==> src/rtl/vt_video_ctl.sv <==
// Wishbone control/status slave for the text VGA adapter: CSR bits, cursor
// address (direct or row/column), and the flash blink timebase.
module vt_video_ctl #(
  parameter int unsigned TICK_DIV  = 50000,
  parameter int unsigned FLASH_DEF = 250,
  parameter int unsigned COLS      = 80
) (
  input  logic        wb_clk_i,
  input  logic        wb_rst_i,
  input  logic [15:0] wb_adr_i,
  input  logic [15:0] wb_dat_i,
  output logic [15:0] wb_dat_o,
  input  logic        wb_cyc_i,
  input  logic        wb_stb_i,
  input  logic        wb_we_i,
  input  logic [1:0]  wb_sel_i,
  output logic        wb_ack_o,
  output logic [12:0] cursor,
  output logic        lmode,
  output logic        cursor_on,
  output logic        cursor_type,
  output logic        flash
);

  localparam int unsigned CW = 13;
  localparam int unsigned TW = (TICK_DIV > 1) ? $clog2(TICK_DIV) : 1;
  localparam logic [TW-1:0] TICK_LAST  = TW'(TICK_DIV - 1);
  localparam logic [6:0]    COL_MAX    = 7'(COLS - 1);
  localparam logic [5:0]    ROW_MAX_24 = 6'd23;
  localparam logic [5:0]    ROW_MAX_38 = 6'd37;

  localparam logic [1:0] REG_CSR    = 2'd0;
  localparam logic [1:0] REG_CURSOR = 2'd1;
  localparam logic [1:0] REG_PERIOD = 2'd2;
  localparam logic [1:0] REG_ROWCOL = 2'd3;

  logic          r_ack;
  logic [15:0]   r_dat;
  logic          r_lmode;
  logic          r_cursor_en;
  logic          r_cursor_type;
  logic          r_blink_en;
  logic [CW-1:0] r_cursor;
  logic [6:0]    r_col;
  logic [5:0]    r_row;
  logic          r_rc_pend;
  logic [7:0]    r_period;
  logic [TW-1:0] r_tick;
  logic [7:0]    r_ms;
  logic          r_flash;

  logic          w_acc;
  logic          w_wr;
  logic [1:0]    w_reg;
  logic [15:0]   w_rd;
  logic [6:0]    w_col_m;
  logic [5:0]    w_row_m;
  logic [5:0]    w_row_max;
  logic [6:0]    w_col_c;
  logic [5:0]    w_row_c;
  logic [CW-1:0] w_lin;
  logic          w_tick;
  logic          w_unused;

  assign w_acc = wb_cyc_i & wb_stb_i & ~r_ack;
  assign w_wr  = w_acc & wb_we_i;
  assign w_reg = wb_adr_i[2:1];

  // Row/column merge with stored value, then clamp against the current mode
  assign w_col_m   = wb_sel_i[0] ? wb_dat_i[6:0]  : r_col;
  assign w_row_m   = wb_sel_i[1] ? wb_dat_i[13:8] : r_row;
  assign w_row_max = r_lmode ? ROW_MAX_38 : ROW_MAX_24;
  assign w_col_c   = (w_col_m > COL_MAX)   ? COL_MAX   : w_col_m;
  assign w_row_c   = (w_row_m > w_row_max) ? w_row_max : w_row_m;
  assign w_lin     = CW'(r_row) * CW'(COLS) + CW'(r_col);

  assign w_tick   = (r_tick == TICK_LAST);
  assign w_unused = ^{wb_adr_i[15:3], wb_adr_i[0], wb_dat_i[15:14]};

  always_comb begin
    w_rd = 16'd0;
    case (w_reg)
      REG_CSR:    w_rd = {r_flash, 11'd0, r_blink_en, r_cursor_type, r_cursor_en, r_lmode};
      REG_CURSOR: w_rd = {3'd0, r_cursor};
      REG_PERIOD: w_rd = {8'd0, r_period};
      default:    w_rd = {2'd0, r_row, 1'b0, r_col};
    endcase
  end

  // Bus handshake and registered read data
  always_ff @(posedge wb_clk_i or posedge wb_rst_i) begin
    if (wb_rst_i) begin
      r_ack <= 1'b0;
      r_dat <= 16'd0;
    end else begin
      r_ack <= w_acc;
      if (w_acc && !wb_we_i) r_dat <= w_rd;
    end
  end

  // Control registers; a row/column write lands in the cursor one clock later
  always_ff @(posedge wb_clk_i or posedge wb_rst_i) begin
    if (wb_rst_i) begin
      r_lmode       <= 1'b0;
      r_cursor_en   <= 1'b1;
      r_cursor_type <= 1'b0;
      r_blink_en    <= 1'b1;
      r_cursor      <= '0;
      r_col         <= 7'd0;
      r_row         <= 6'd0;
      r_rc_pend     <= 1'b0;
      r_period      <= 8'(FLASH_DEF);
    end else begin
      r_rc_pend <= 1'b0;
      if (r_rc_pend) r_cursor <= w_lin;
      if (w_wr) begin
        case (w_reg)
          REG_CSR: begin
            if (wb_sel_i[0]) begin
              r_lmode       <= wb_dat_i[0];
              r_cursor_en   <= wb_dat_i[1];
              r_cursor_type <= wb_dat_i[2];
              r_blink_en    <= wb_dat_i[3];
            end
          end
          REG_CURSOR: begin
            if (wb_sel_i[0]) r_cursor[7:0]    <= wb_dat_i[7:0];
            if (wb_sel_i[1]) r_cursor[CW-1:8] <= wb_dat_i[CW-1:8];
          end
          REG_PERIOD: begin
            if (wb_sel_i[0]) r_period <= wb_dat_i[7:0];
          end
          default: begin
            r_col     <= w_col_c;
            r_row     <= w_row_c;
            r_rc_pend <= 1'b1;
          end
        endcase
      end
    end
  end

  // Flash timebase: clock divider to ms ticks, ms counter toggles flash
  always_ff @(posedge wb_clk_i or posedge wb_rst_i) begin
    if (wb_rst_i) begin
      r_tick  <= '0;
      r_ms    <= 8'd0;
      r_flash <= 1'b1;
    end else if (w_wr && (w_reg == REG_PERIOD)) begin
      r_tick  <= '0;
      r_ms    <= 8'd0;
      r_flash <= 1'b1;
    end else begin
      r_tick <= w_tick ? '0 : r_tick + TW'(1);
      if (r_period == 8'd0) begin
        r_ms    <= 8'd0;
        r_flash <= 1'b1;
      end else if (w_tick) begin
        if (r_ms == r_period - 8'd1) begin
          r_ms    <= 8'd0;
          r_flash <= ~r_flash;
        end else begin
          r_ms <= r_ms + 8'd1;
        end
      end
    end
  end

  assign wb_ack_o    = r_ack;
  assign wb_dat_o    = r_dat;
  assign cursor      = r_cursor;
  assign lmode       = r_lmode;
  assign cursor_type = r_cursor_type;
  assign flash       = r_flash;
  assign cursor_on   = r_cursor_en & (~r_blink_en | r_flash);

endmodule
==> config.mk <==
export PLATFORM = sky130hd
export DESIGN_NAME = vt_video_ctl
export DESIGN_NICKNAME = d
export VERILOG_FILES = /design/src/rtl/vt_video_ctl.sv
export SDC_FILE = /design/constraint.sdc
export NUM_CORES = 1
export LEC_CHECK = 0
export ABC_AREA = 0
export BUFFER_PORTS_ARGS = -buffer_cell sky130_fd_sc_hd__buf_2
export CORE_ASPECT_RATIO = 2
export CORE_MARGIN = 5
export CORE_UTILIZATION = 46
export DETAILED_ROUTE_END_ITERATION = 6
export PLACE_DENSITY_LB_ADDON = 0.3
export REMOVE_ABC_BUFFERS = 1
export SLEW_MARGIN = 20
export SYNTH_ARGS = -nofsm -noshare
export SYNTH_HDL_FRONTEND = slang
export SYNTH_SLANG_ARGS = --single-unit
export TNS_END_PERCENT = 30
==> constraint.sdc <==
create_clock -name wb_clk_i -period 3.9 [get_ports wb_clk_i]
set_clock_uncertainty 0.1 [all_clocks]
set_input_delay 0.39 -clock wb_clk_i [delete_from_list [all_inputs] [get_ports wb_clk_i]]
set_output_delay 0.39 -clock wb_clk_i [all_outputs]
set_load 0.01 [all_outputs]
[Yosys cells after proc, flatten, opt, wreduce, memory -nomap -nowiden]
Cells that the tools add are included.
Word-level totals
  input bits: 39
  RAM bits: 0
  output and inout port bits: 34
  latch bits: 0
  logic and storage cells: 69
  memories kept: 0
  register bits after elaboration: 81
  bits in read-only memories: 0
Operators by class
  reduce and logical (&&, ||, !) cells: 12
  bitwise logic cells: 9
  multiply operators: 1
  $lt $le $gt $ge: 2
  $add $sub $neg: 4
  divide/modulo/power cells: 0
  multiplexer cells: 23
  shifts and indexed selects: 0
  equal/unequal tests: 4
Operators with widths (number)
  $pmux W16 S3: 1
  $mux W8: 5
  $mux W13: 3
  $mux W16: 2
  $mux W6: 3
  $add A16 B1 Y16 const B: 1
  $eq A16 B16 Y1 const B: 1
  $mux W7: 2
  $add A13 B7 Y13: 1
  $mul A6 B3 Y9 const B: 1
  $add A8 B1 Y8 const B: 1
  $eq A8 B8 Y1: 1
  $logic_not A8 Y1: 1
  $sub A8 B1 Y8 const B: 1
  $gt A7 B7 Y1 const B: 1
  $gt A6 B6 Y1: 1
  $mux W1: 6
  $reduce_and A3 Y1: 2
  $reduce_bool A3 Y1: 2
  $mux W5: 1
  $and A1 B1 Y1: 4
  $not A1 Y1: 4
  $reduce_and A2 Y1: 2
  $reduce_or A3 Y1: 1
  6 further kinds: 7

[Logic depth before layout (Yosys ltp)]
  word-level depth: 6
  mapped depth: 10
  depth with buffers taken out: 9

[Least setup slack after synthesis]
No wires, ideal clock.
  path kind: input to register
  start point: input wb_sel_i[1]
  end point: register r_row[2]
  library setup time: 0.126 ns
  required time: 3.674 ns
  setup slack: 1.428 ns
  path buffers: 1
  stages: 10
  data arrival time: 2.246 ns
  cell sequence: clkbuf_1 nor2b_1 a21o_1 ha_1 nand2_1 nand4bb_1 a21boi_0 o21ai_0 nand2_1 o32a_1
On the way
  longest elaborated chain between the ends: 3
RTL lines
  start: declaration: line 16  | input logic [1:0] wb_sel_i,
  $mux W6 (*): line 71  | assign w_row_m = wb_sel_i[1] ? wb_dat_i[13:8] : r_row;
  $gt A6 B6 Y1: line 74  | assign w_row_c = (w_row_m > w_row_max) ? w_row_max : w_row_m;
  $mux W6 (*): line 74
  end signal: assignment: line 135  | r_row <= w_row_c;
  end: declaration: line 45  | logic [5:0] r_row;
Mark *: on every way between the ends. The rest lies on a longest branch, timed or not.
A chain may end at the register's enable or synchronous reset.

[Worst setup path after layout]
  start point: register r_row[5]
  end point: register r_row[2]
On the way
  longest elaborated chain between the ends: 3
RTL lines (line)
  $mux W6: 71
  $gt A6 B6 Y1: 74
  $mux W6: 74
No other way between the ends.

==> flow_summary.rst <==
.. list-table::
   :header-rows: 1

   * - Metric
     - Value
   * - Run status
     - finished clean
   * - Number of buffers inserted by port buffering
     - 55
   * - Vias in the first global route
     - 3847
   * - Synthesis-to-layout area growth
     - 15.4%
   * - Worst path required time
     - 4030 ps
   * - Maximum root-to-sink buffer count
     - 2
   * - Number of antenna diodes
     - 0
   * - Fraction of final layout cells sized beyond drive strength 1
     - 0.243
   * - Routed wire length
     - 11000 um
   * - Total number of nets in the final design
     - roughly 560
   * - Cells traversed along the worst timing path
     - nor2b_1, a21o_1, ha_1, nand2_1, nand4bb_1, a21boi_0, o21ai_0, nand2_1, o32a_1
   * - Clock sink count
     - 80
   * - Hold Slack
     - 83.7 ps
   * - Core footprint
     - 0.00970 mm2
   * - Slew at the pin closest to its max-slew limit
     - 1040 ps
   * - Startpoint of the most critical setup path
     - r_row[5]$_DFFE_PP0P_
   * - Design Area, Final
     - 0.00523 mm2
   * - Reg-to-reg endpoint
     - r_row[2]$_DFFE_PP0P_
   * - Clock root buffer
     - clkbuf_16
   * - Maximum clock rate
     - approximately 360 MHz
   * - Total number of vias
     - ~3500
   * - Initial cell density of the core
     - 0.467
   * - Maxcap violations
     - 0
   * - Async set-reset flop share out of synthesis
     - 1.00
   * - Largest net degree at the start of global routing
     - 50
   * - Number of filler instances in the final layout
     - around 900
   * - Net Sw Frac
     - 0.342
   * - Pint
     - 1980 uW
   * - Count of cells resized by post-cts repair
     - 0
   * - Rows
     - 51
   * - Min Tclk post-route
     - between 2000 and 3000 ps
   * - RR Startpoint
     - r_row[5]$_DFFE_PP0P_
   * - Total clock buffers created by CTS
     - 9
   * - Number of endpoints with negative hold slack in the final report
     - 0
   * - Worst setup path end
     - r_row[2]$_DFFE_PP0P_
   * - Global routing met1 resource utilization
     - 0.218
   * - Setup repair after global routing missed its margin
     - false
   * - Synthesized area per cell
     - roughly 10 um2
   * - Overall power
     - 3020 uW
   * - Part of the total power dissipated in sequential elements
     - 0.402
   * - Clk pwr share
     - 0.291
   * - Setup Crit Path Kind
     - flop to flop
   * - Most frequent cell on the critical path
     - nand2_1
   * - Initial antenna violation count
     - 0
   * - Slowest library cell on the worst path
     - o21ai_0
   * - Clk pin slew, worst setup/hold paths
     - 60 ps
   * - H-tree depth reported by CTS
     - 3
   * - Clock tree from TritonCTS
     - built
   * - Y dimension of the die
     - 150 um
   * - Crit path arrival time
     - 2910 ps
   * - Summed negative setup slack over all endpoints
     - 0 ps
   * - Setup slack of the worst register-to-register path
     - 1120 ps
   * - Global-route met3 utilization
     - 0.0299
   * - Syn Std Cell Area
     - 0.00453 mm2
   * - Detailed-route DRC error count
     - 0
   * - Power per unit of standard cell area
     - 576 mW/mm2
   * - Number of different library cells in the post-synthesis netlist
     - 60
   * - Chip width
     - 80.2 um
   * - Dpl cell area
     - between 0.004 and 0.005 mm2
   * - Die outline area
     - 0.0121 mm2
   * - Crit-path max cell delay
     - between 500 and 600 ps
   * - CP max FO
     - 7
   * - Critical path capture point type
     - flop
   * - Number of failing setup endpoints in the final timing report
     - 0
   * - Drt via density
     - 5.56
   * - First drt pass iteration count
     - 4
   * - Met2 Usage GRT
     - 0.366
   * - Most common flop cell mapped by yosys
     - dfrtp_1
   * - Yosys Warn Count
     - 0
   * - Mapped Cells
     - ~450
   * - Placer congestion estimate
     - 0.817
   * - Peak VDD IR
     - 0.349 mV
   * - Post-DP HPWL
     - roughly 8400 um
   * - Count of hold-fix buffers inserted at cts
     - 0
   * - Path depth of the worst reg2reg path
     - 9
   * - Ports placed on the boundary
     - 73
   * - Count of antenna-violating nets left after detailed routing
     - 0
   * - Sequential element share of the synthesized area
     - 0.444
   * - Post CTS Setup Buffer Count
     - 0
   * - First-pass GRT wire length
     - 18700 um
   * - Initial DRC Count
     - 166
   * - Overall track demand over capacity in global routing
     - 0.200
   * - Number of synthesized flops with an enable pin
     - 0
   * - Max Slew Vio Count
     - 0
   * - Clock latency on the worst-skew pair
     - between 300 and 400 ps
   * - Fraction of the cycle the final worst path needs
     - 0.714
   * - Power spent charging and discharging nets
     - 1030 uW
   * - Total congestion overflow after global routing
     - 0
   * - Reported leakage power
     - ~0.0025 uW
   * - Total of flip-flops plus latches after synthesis
     - 80
   * - Type of element launching the critical path
     - flop
   * - Slew headroom
     - 0.301
   * - Worst Hold Class
     - primary input to asynchronous set/reset pin
   * - Relative contribution of combinational cells to total power
     - 0.306
   * - Busiest layer in global routing
     - met2
   * - Routed len/inst
     - approximately 17 um
sequential cells by signal, summed over array words and instances (netlist names), 6 cells and up:
signal	flops
r_col	7
wb_dat_o	15
r_ms	8
r_period	8
r_tick	16
r_row	6
cursor	13
metal layers:
layer	wire (um)	share of wire
met5	0	0
met1	4130	0.38
met2	6190	0.56
met3	301	0.027
met4	359	0.033
worst max-delay path, delay by kind of cell (launching register included):
family	cells	cell delay, ps
flops	1	490
simple gates	4	580
compound gates	4	1170
fa+ha+maj	1	330
cells in the mapped netlist, types with 3 or more instances:
cell type  number  area, um2
dfrtp_1        71       1780
nand2_1        50        188
nor2_1         45        169
mux2_2         24        270
nand3_1        23        115
xor2_1         21        184
a21oi_1        20        100
ha_1           18        225
o21ai_0        16       80.1
xnor2_1        16        140
clkbuf_1       13       48.8
mux2i_1        11        110
and3_1         10       62.6
inv_1          10       37.5
dfstp_2         9        236
nand4_1         9       56.3
nor2b_1         9       56.3
a21o_1          7       52.6
a221oi_1        4       35.0
o22a_1          4       35.0
or3_1           4       25.0
mux4_2          3       67.6
nor3_1          3       15.0
nor3b_1         3       22.5
how the worst min path moves through the flow:
stage | from | end | slack, ps | cells past startpoint
after floorplan | r_tick[0]$_DFF_PP0_ | r_tick[0]$_DFF_PP0_ | 330 | 1
after global placement | r_tick[0]$_DFF_PP0_ | r_tick[0]$_DFF_PP0_ | 340 | 1
after detailed placement | wb_dat_o[2]$_DFFE_PP0P_ | wb_dat_o[2]$_DFFE_PP0P_ | 360 | 2
after CTS | wb_rst_i | wb_ack_o$_DFF_PP0_ | 120 | 2
after global routing | wb_rst_i | r_tick[12]$_DFF_PP0_ | 170 | 2
final | wb_rst_i | r_tick[11]$_DFF_PP0_ | 80 | 2
logic make-up after synthesis:
group,synth area share
flip-flops,0.444
other,0.000827
AND/OR/NAND/NOR,0.196
buffers and inverters,0.0224
adder cells (fa/ha/maj),0.0585
multiplexers,0.105
AO/OA/AOI/OAI,0.103
XOR/XNOR,0.0715
per-stage QoR:
step / instances / worst slack (ps) / utilization
floorplan: 431 / 1370 / -
global placement: 619 / 1180 / 0.508
detailed placement: 619 / 1040 / 0.508
global route: 635 / 871 / 0.539
finish: 635 / 1120 / 0.539
CTS: 635 / 1100 / 0.539
layout make-up:
type,instances,area [um2],share of cell area
Clock buffer,9,225,0.0430
Inverter,10,38.8,0.00741
Timing Repair Buffer,56,283,0.0540
Clock inverter,7,82.6,0.0158
Sequential cell,80,2010,0.385
Multi-Input combinational cell,341,2420,0.463
Tap cell,132,165,0.0316
power by group through the flow:
stage	logic, uW	registers [uW]	clock network, uW
final	923	1210	879
after global routing	1050	1240	918
after CTS	937	1210	887
after detailed placement	930	1230	0
after global placement	901	1220	0
after floorplan	628	1220	0
layout by cell type (no fill, tap or decap), types with 10 or more instances in the layout:
cell / count
buf_2: 55
mux2i_1: 11
dfrtp_1: 71
xor2_1: 21
nand3_1: 23
xnor2_1: 16
a21oi_1: 20
and3_1: 10
nand2_1: 50
o21ai_0: 16
mux2_2: 24
ha_1: 18
nor2_1: 45
No activity file was read; power rests on OpenSTA's default activity.
